===== src/rtl/pipe_share_arbiter.sv =====
// Round-robin sequencer sharing one fixed-latency pipelined logic unit among N_REQ requesters.
// Each issue carries its requester ID down a tag pipeline so the result can be routed back.
module pipe_share_arbiter #(
  parameter int N_REQ   = 4,
  parameter int DATA_W  = 4,
  parameter int LATENCY = 3
) (
  input  logic                         clk,
  input  logic                         rst,
  input  logic [N_REQ-1:0]             req_in,
  input  logic [N_REQ*DATA_W-1:0]      data_in,
  input  logic                         pause_in,
  output logic [N_REQ-1:0]             grant_out,
  output logic                         pipe_valid_out,
  output logic [DATA_W-1:0]            pipe_data_out,
  input  logic                         pipe_result_in,
  output logic [N_REQ-1:0]             resp_valid_out,
  output logic                         resp_data_out,
  output logic [N_REQ-1:0]             busy_out,
  output logic [$clog2(N_REQ+1)-1:0]   inflight_out
);

  localparam int ID_W  = $clog2(N_REQ);
  localparam int CNT_W = $clog2(N_REQ+1);

  logic [N_REQ-1:0] elig;
  logic             grant_any;
  logic [ID_W-1:0]  grant_idx;
  logic [ID_W-1:0]  last;
  logic [ID_W-1:0]  issue_id;
  logic             resp_any;

  logic [LATENCY-1:0] tag_valid;
  logic [ID_W-1:0]    tag_id [LATENCY];

  // Search starts just after the most recent winner and wraps around.
  always_comb begin
    elig      = (rst || pause_in) ? '0 : (req_in & ~busy_out);
    grant_out = '0;
    grant_any = 1'b0;
    grant_idx = '0;
    for (int k = 1; k <= N_REQ; k++) begin
      if (!grant_any && elig[(int'(last) + k) % N_REQ]) begin
        grant_any = 1'b1;
        grant_idx = ID_W'((int'(last) + k) % N_REQ);
      end
    end
    if (grant_any) grant_out[grant_idx] = 1'b1;
  end

  always_ff @(posedge clk) begin
    if (rst) begin
      pipe_valid_out <= 1'b0;
      pipe_data_out  <= '0;
      issue_id       <= '0;
      last           <= ID_W'(N_REQ - 1);
    end else begin
      pipe_valid_out <= grant_any;
      if (grant_any) begin
        pipe_data_out <= data_in[grant_idx*DATA_W +: DATA_W];
        issue_id      <= grant_idx;
        last          <= grant_idx;
      end
    end
  end

  // Last tag stage lines up with pipe_result_in for the same operation.
  always_ff @(posedge clk) begin
    if (rst) begin
      tag_valid <= '0;
    end else begin
      tag_valid[0] <= pipe_valid_out;
      tag_id[0]    <= issue_id;
      for (int k = 1; k < LATENCY; k++) begin
        tag_valid[k] <= tag_valid[k-1];
        tag_id[k]    <= tag_id[k-1];
      end
    end
  end

  always_comb begin
    resp_valid_out = '0;
    resp_data_out  = 1'b0;
    resp_any       = tag_valid[LATENCY-1] && !rst;
    if (resp_any) begin
      resp_valid_out[tag_id[LATENCY-1]] = 1'b1;
      resp_data_out                     = pipe_result_in;
    end
  end

  // A response and a grant never target the same requester, so set/clear cannot collide.
  always_ff @(posedge clk) begin
    if (rst) begin
      busy_out     <= '0;
      inflight_out <= '0;
    end else begin
      busy_out     <= (busy_out | grant_out) & ~resp_valid_out;
      inflight_out <= inflight_out + CNT_W'(grant_any) - CNT_W'(resp_any);
    end
  end

endmodule


===== config.mk =====
export PLATFORM = sky130hd
export DESIGN_NAME = pipe_share_arbiter
export DESIGN_NICKNAME = d
export VERILOG_FILES = /design/src/rtl/pipe_share_arbiter.sv
export SDC_FILE = /design/constraint.sdc
export NUM_CORES = 1
export LEC_CHECK = 0
export ABC_AREA = 1
export BUFFER_PORTS_ARGS = -buffer_cell sky130_fd_sc_hd__buf_4
export CELL_PAD_IN_SITES_DETAIL_PLACEMENT = 1
export CELL_PAD_IN_SITES_GLOBAL_PLACEMENT = 2
export CORE_MARGIN = 2
export CORE_UTILIZATION = 28
export DETAILED_ROUTE_END_ITERATION = 6
export MAX_ROUTING_LAYER = met4
export PLACE_DENSITY = 0.79
export SYNTH_ARGS = -nofsm -noshare
export SYNTH_HDL_FRONTEND = slang
export SYNTH_SLANG_ARGS = --single-unit

===== constraint.sdc =====
create_clock -name clk -period 3.1 [get_ports clk]
set_clock_uncertainty 0.05 [all_clocks]
set_input_delay 0.62 -clock clk [delete_from_list [all_inputs] [get_ports clk]]
set_output_delay 0.62 -clock clk [all_outputs]
set_load 0.05 [all_outputs]

==> results of run 1 <==
[cell families after synthesis]
logic type | synth area share, %
flip-flops | 38.13
adder cells (fa/ha/maj) | 3.064
buffers and inverters | 9.532
XOR/XNOR | 1.788
AND/OR/NAND/NOR | 44.00
AO/OA/AOI/OAI | 3.489
[final timing paths]
| path | from | to | slack [ns] | cells after the start |
|---|---|---|---|---|
| setup / recovery | rst | grant_out[3] | 0.25 | 11 |
| hold / removal | tag_valid[1]$_SDFF_PP0_ | tag_valid[2]$_SDFF_PP0_ | 0.37 | 2 |
| setup reg to reg | last[0]$_SDFFE_PP1P_ | inflight_out[2]$_SDFF_PP0_ | 0.49 | 14 |
| hold reg to reg | tag_valid[1]$_SDFF_PP0_ | tag_valid[2]$_SDFF_PP0_ | 0.37 | 2 |
[layout by cell type, fill, tap and decap left out, types with 2 or more instances in the layout]
master / Yosys / final
buf_4: 0 / 47
clkbuf_8: 0 / 3
dfxtp_1: 19 / 19
edfxtp_1: 6 / 6
ha_1: 2 / 2
inv_1: 25 / 25
inv_2: 2 / 2
nand2_1: 50 / 50
nand2_2: 7 / 7
nand3_1: 29 / 29
nand4_1: 2 / 2
nor2_1: 15 / 15
nor2_2: 3 / 3
nor2_4: 5 / 5
nor3_1: 4 / 4
o211ai_1: 3 / 3
o21ai_1: 2 / 2
xor2_1: 2 / 2
[state kept, by name, indices dropped and copies added (netlist names)]
| register | flops |
|---|---|
| tag_id | 6 |
| issue_id | 2 |
| inflight_out | 3 |
| pipe_valid_out | 1 |
| tag_valid | 3 |
| last | 2 |
| pipe_data_out | 4 |
| busy_out | 4 |
[worst min-delay path, stage by stage (launching register included)]
cell     delay [ns]
dfxtp_1        0.31
inv_1          0.04
nor2_1         0.03
[power by group]
| part | switching [uW] | leakage [uW] | total [uW] | internal [uW] |
|---|---|---|---|---|
| combinational | 828 | 0.000772 | 1200 | 373 |
| sequential | 70.2 | 0.000217 | 507 | 437 |
| clock | 112 | 0.0000261 | 206 | 94.2 |
| total | 1010 | 0.00102 | 1910 | 904 |
[area by class of cell]
cell class	count	share of cell area (%)
tap	70	4.543
multi-input combinational	136	39.91
inverter	28	5.581
timing repair buffer	47	18.30
clock inverter	1	0.4543
clock buffer	3	2.141
sequential	25	29.07
[stage by stage]
step	util, %	cells	instance area, um2	setup slack (ns)	hold slack (ns)
after floorplan	-	193	1470	0.2683	0.3383
after global placement	37.01	306	1878	0.2190	0.3465
after detailed placement	37.01	306	1878	0.1469	0.3551
after CTS	37.99	310	1928	0.2201	0.3700
after global routing	37.99	310	1928	0.06829	0.3949
final	37.99	310	1928	0.2537	0.3653
[per-layer routing]
metal  vias up  track usage (%)
li1        706                -
met1       626            19.24
met2        24            23.36
met3         2            2.607
met4         0            1.636
met5         -                -
==> run_results.csv, run 1 <==
group,metric,value,unit
timing,fin_crit_sh,91.82,%
clock_tree,cts_inserted_buffers,3,
route,drt-initial-drc-count,41,
route,wl_met3,148,um
synth,synth_area_leaders,"dfxtp_1, nand2_1, edfxtp_1",
setup_path,cp-end-kind,"primary output",
die,row_count,26,
finish,drive_gt1_share,32.08,%
die,fp.dieW,76.46,um
synth,synth_common_cells,"nand2_1, nand3_1, inv_1",
setup_path,cp_slowest_stage_delay,0.21,ns
synth,yosysUniqueCellTypes,31,
outcome,status,"finished clean",
job,drv_cap,0,
timing,tns,0,ns
setup_path,worstSetupPathType,"input port to primary output",
synth,synth_edf_count,6,
power_and_ir_drop,power_density,993.1,mW/mm2
timing,relSlewSlack,69.69,%
setup_path,crit_fanout,9,
finish,multiInputGateArea,769.5,um2
synth,synth.most_common_cell,"nand2_1",
setup_path,worstSetupStartpointType,"input port",
synth,synth_nets,220,
finish,n_fill_cell,652,
die,start_util,28.97,%
clock_tree,holdBufCountCts,0,
clock_tree,clkLatencyLatePin,0.27,ns
place,io_buffers,44,
worst_hold_path,hold_class,"register to register",
clock_tree,cts_buffer_depth,2,
finish,diodes,0,
clock_tree,postCtsSetupBuffers,0,
synth,yosys_warnings,0,
setup_path,path_cells,"buf_4 -> nor2_8 -> nand3_1 -> nand2_2 -> nand2_2 -> nand2_2 -> nand4_4 -> nand2_8 -> inv_4 -> nor2_4 -> buf_4",
grt,grt_pass1_vias,1411,
timing,clock.fmax,351.3,MHz
setup_path,crit_top_cell,"nand2_2",
timing,drv_slew,0,
synth,netlist.area_leader.share,25.87,%
synth,seq_area_frac_synth,38.13,%
timing,grt_setup_unrepaired,"false",
synth,avgSynthCellArea,7.617,um2
power_and_ir_drop,vdd_ir_drop_max,0.6067,mV
synth,ys_seq_elements,25,
route,wl_met1,1851,um
clock_tree,htreeDepth,1,
route,dr_wl_met2,1865,um
grt,grt_start_max_net_pins,19,
synth,netlist_area,0.001470,mm2
setup_path,crit_buf_inv,3,
synth,synthFlopType,"dfxtp_1",
grt,grt_pass1_wl,6665,um
setup_path,worstPathRequired,2.43,ns
finish,seqCellArea,560.5,um2
timing,hold_viol,0,
clock_tree,cts_tree,"done",
clock_tree,root_buffer,"clkbuf_8",
clock_tree,clkTransAtPathRegs,0.10,ns
power_and_ir_drop,fin_total_pwr,1915,uW
timing,setup-violations-final,0,
power_and_ir_drop,p_leak,0.001015,uW
route,post-route-drc-count,0,
grt,grt_usage,14.35,%
route,postRouteAntennaNets,0,
synth,async_reset_ff_share,0,%
timing,fin_crit,2.846,ns
setup_path,slowest_stage,"nand4_4",
finish,area_growth_syn_to_layout,31.15,%
clock_tree,post_cts_resized,0,
die,die_area,0.005846,mm2
synth,syn_inst,193,
route,wl,3880,um
grt,antenna_found_initial,0,
route,drtPass1Iterations,4,
setup_path,worstPathArrival,2.18,ns
finish,finalNetCount,268,
timing,worst_pin_slew,0.4512,ns
route,top_layer,"met4",
die,die_h,76.46,um
synth,yosysTopAreaCell,"dfxtp_1",
grt,grt_overflow,0,
clock_tree,cts_sinks,25,
route,via_count,1358,
die,ioPinCount,45,
route,avgViaCountPerCell,4.381,
route,drt-wirelength-per-cell,12.52,um
place,gp_congestion,0.7891,
die,core-area,0.005075,mm2
setup_path,crit_family,"simple AND/OR/NAND/NOR gates",
place,dp_hpwl,3116,um
Note: power is estimated with default switching activity, not from simulation.
==> inputs of run 2 (changes only) <==
--- a/config.mk
+++ b/config.mk
@@ -13,7 +13,7 @@
 export CORE_UTILIZATION = 28
 export DETAILED_ROUTE_END_ITERATION = 6
 export MAX_ROUTING_LAYER = met4
-export PLACE_DENSITY = 0.79
+export PLACE_DENSITY = 0.88
 export SYNTH_ARGS = -nofsm -noshare
 export SYNTH_HDL_FRONTEND = slang
 export SYNTH_SLANG_ARGS = --single-unit
==> run 2 against run 1 <==
Global-route usage about the same. Highest routed layer unchanged. Total power down 0.21%. Utilization up 0.15 points. Register-to-register slack worse by 0.14 ns.
==> run_results.csv, run 2 (synthesis gave the netlist of run 1 again) <==
group,metric,value,unit
route,via_count,1350,
grt,antenna_found_initial,0,
setup_path,cp-end-kind,"primary output",
finish,final_common_cell,"nand2_1",
timing,worst_pin_slew,0.3375,ns
place,io_buffers,44,
finish,largest_register,"tag_id",
clock_tree,cts_buffer_depth,2,
clock_tree,root_buffer,"clkbuf_8",
clock_tree,holdBufCountCts,0,
clock_tree,htreeDepth,1,
grt,grt_usage,14.36,%
power_and_ir_drop,vdd_ir_drop_max,0.6987,mV
timing,tns,0,ns
place,gp_congestion,0.8340,
timing,clock.fmax,352.2,MHz
route,drtPass1Iterations,4,
setup_path,worstPathArrival,2.17,ns
power_and_ir_drop,p_leak,0.001020,uW
grt,grt_overflow,0,
power_and_ir_drop,switching_share,52.55,%
finish,largest_reg_flops,6,
finish,top_regs,"tag_id x6, busy_out x4, pipe_data_out x4",
grt,grt_start_max_net_pins,19,
finish,design_area,0.001936,mm2
die,die_area,0.005846,mm2
timing,setup-violations-final,0,
route,wl,3871,um
clock_tree,cts_inserted_buffers,3,
setup_path,worstSetupStartpointType,"input port",
timing,relSlewSlack,77.33,%
route,postRouteAntennaNets,0,
finish,drive_gt1_share,32.37,%
route,drt-initial-drc-count,48,
timing,drv_slew,0,
power_and_ir_drop,clkPwrFrac,10.7,%
power_and_ir_drop,p_int,906.7,uW
worst_hold_path,min_from,"tag_valid[1]$_SDFF_PP0_",
die,ioPinCount,45,
setup_path,crit_fanout,8,
die,core-area,0.005075,mm2
clock_tree,post_cts_resized,0,
power_and_ir_drop,switchingPower,1004,uW
worst_hold_path,hold_class,"register to register",
die,start_util,28.97,%
setup_path,worstPathRequired,2.43,ns
job,drv_cap,0,
clock_tree,clkTransAtPathRegs,0.09,ns
route,avgViaCountPerCell,4.341,
clock_tree,cts_sinks,25,
setup_path,worstSetupPathType,"input port to primary output",
grt,grt_pass1_wl,6672,um
timing,grt_setup_unrepaired,"false",
clock_tree,postCtsSetupBuffers,0,
setup_path,reg2reg_setup_slack,0.35,ns
finish,diodes,0,
clock_tree,clkLatencyLatePin,0.27,ns
timing,hold_viol,0,
route,post-route-drc-count,0,
timing,fin_crit_sh,91.60,%
setup_path,crit_start,"rst",
power_and_ir_drop,p_comb_share,62.6,%
die,fp.dieW,76.46,um
finish,area_growth_syn_to_layout,31.66,%
finish,final_cell_mix,"nand2_1, buf_4, nand3_1",
place,place_area,0.001886,mm2
timing,fin_crit,2.839,ns
route,drt-wirelength-per-cell,12.45,um
die,die_h,76.46,um
power_and_ir_drop,seq_power_share,26.7,%
power_and_ir_drop,power_density,987.2,mW/mm2
finish,finalNetCount,269,
outcome,status,"finished clean",
clock_tree,cts_tree,"done",
die,row_count,26,
setup_path,r2r_start,"last[0]$_SDFFE_PP1P_",
place,dp_hpwl,3186,um
grt,grt_pass1_vias,1435,
## run 2: cell types whose count changed in the layout (fill, tap and decap cells not counted), sizes merged
cell  change
buf       +1
## run 2: layout make-up
class | instances | area, um2
clock buffer | 3 | 41.29
clock inverter | 1 | 8.758
fill | 661 | 3139
inverter | 28 | 107.6
multi-input combinational | 136 | 769.5
sequential | 25 | 560.5
tap | 70 | 87.58
timing repair buffer | 48 | 360.3
## run 2: path summary, 6_finish.rpt
kind,endpoint,cells past startpoint
max reg2reg,inflight_out[2]$_SDFF_PP0_,15
min reg2reg,tag_valid[2]$_SDFF_PP0_,2
min,tag_valid[2]$_SDFF_PP0_,2
max,grant_out[0],11
## run 2: metrics by stage
stage | hold slack [ns] | worst slack (ns) | instances | util, % | power (uW)
CTS | 0.3701 | 0.2378 | 311 | 38.14 | 1941
global placement | 0.3441 | 0.2707 | 307 | 37.15 | 1717
detailed placement | 0.3559 | 0.1752 | 307 | 37.15 | 1729
floorplan | 0.3383 | 0.2683 | 193 | - | 1402
global route | 0.3953 | 0.01965 | 311 | 38.14 | 2083
finish | 0.3638 | 0.2606 | 311 | 38.14 | 1911
## run 2: worst max-delay path, stage by stage
cell and delay (ns):
buf_4 0.16, nor2_8 0.13, nand3_1 0.17, nand3_2 0.12, nand2_2 0.10, nand4_1 0.16
nand3_4 0.17, nor2_4 0.19, inv_2 0.06, nor2_2 0.10, buf_4 0.21
## run 2: power by group through the flow
stage	combinational (uW)	sequential (uW)	clock, uW
final	1200	511	204
after detailed placement	1210	519	0
after global routing	1330	528	224
after global placement	1200	516	0
after CTS	1220	513	210
after floorplan	726	676	0
## run 2: layer usage
| metal | vias to the layer above | global-route usage, % | wire length (um) |
|---|---|---|---|
| li1 | 712 | - | - |
| met1 | 617 | 17.02 | 1804 |
| met2 | 19 | 25.66 | 1919 |
| met3 | 2 | 2.133 | 112 |
| met4 | 0 | 3.273 | 34 |
| met5 | - | - | 0 |
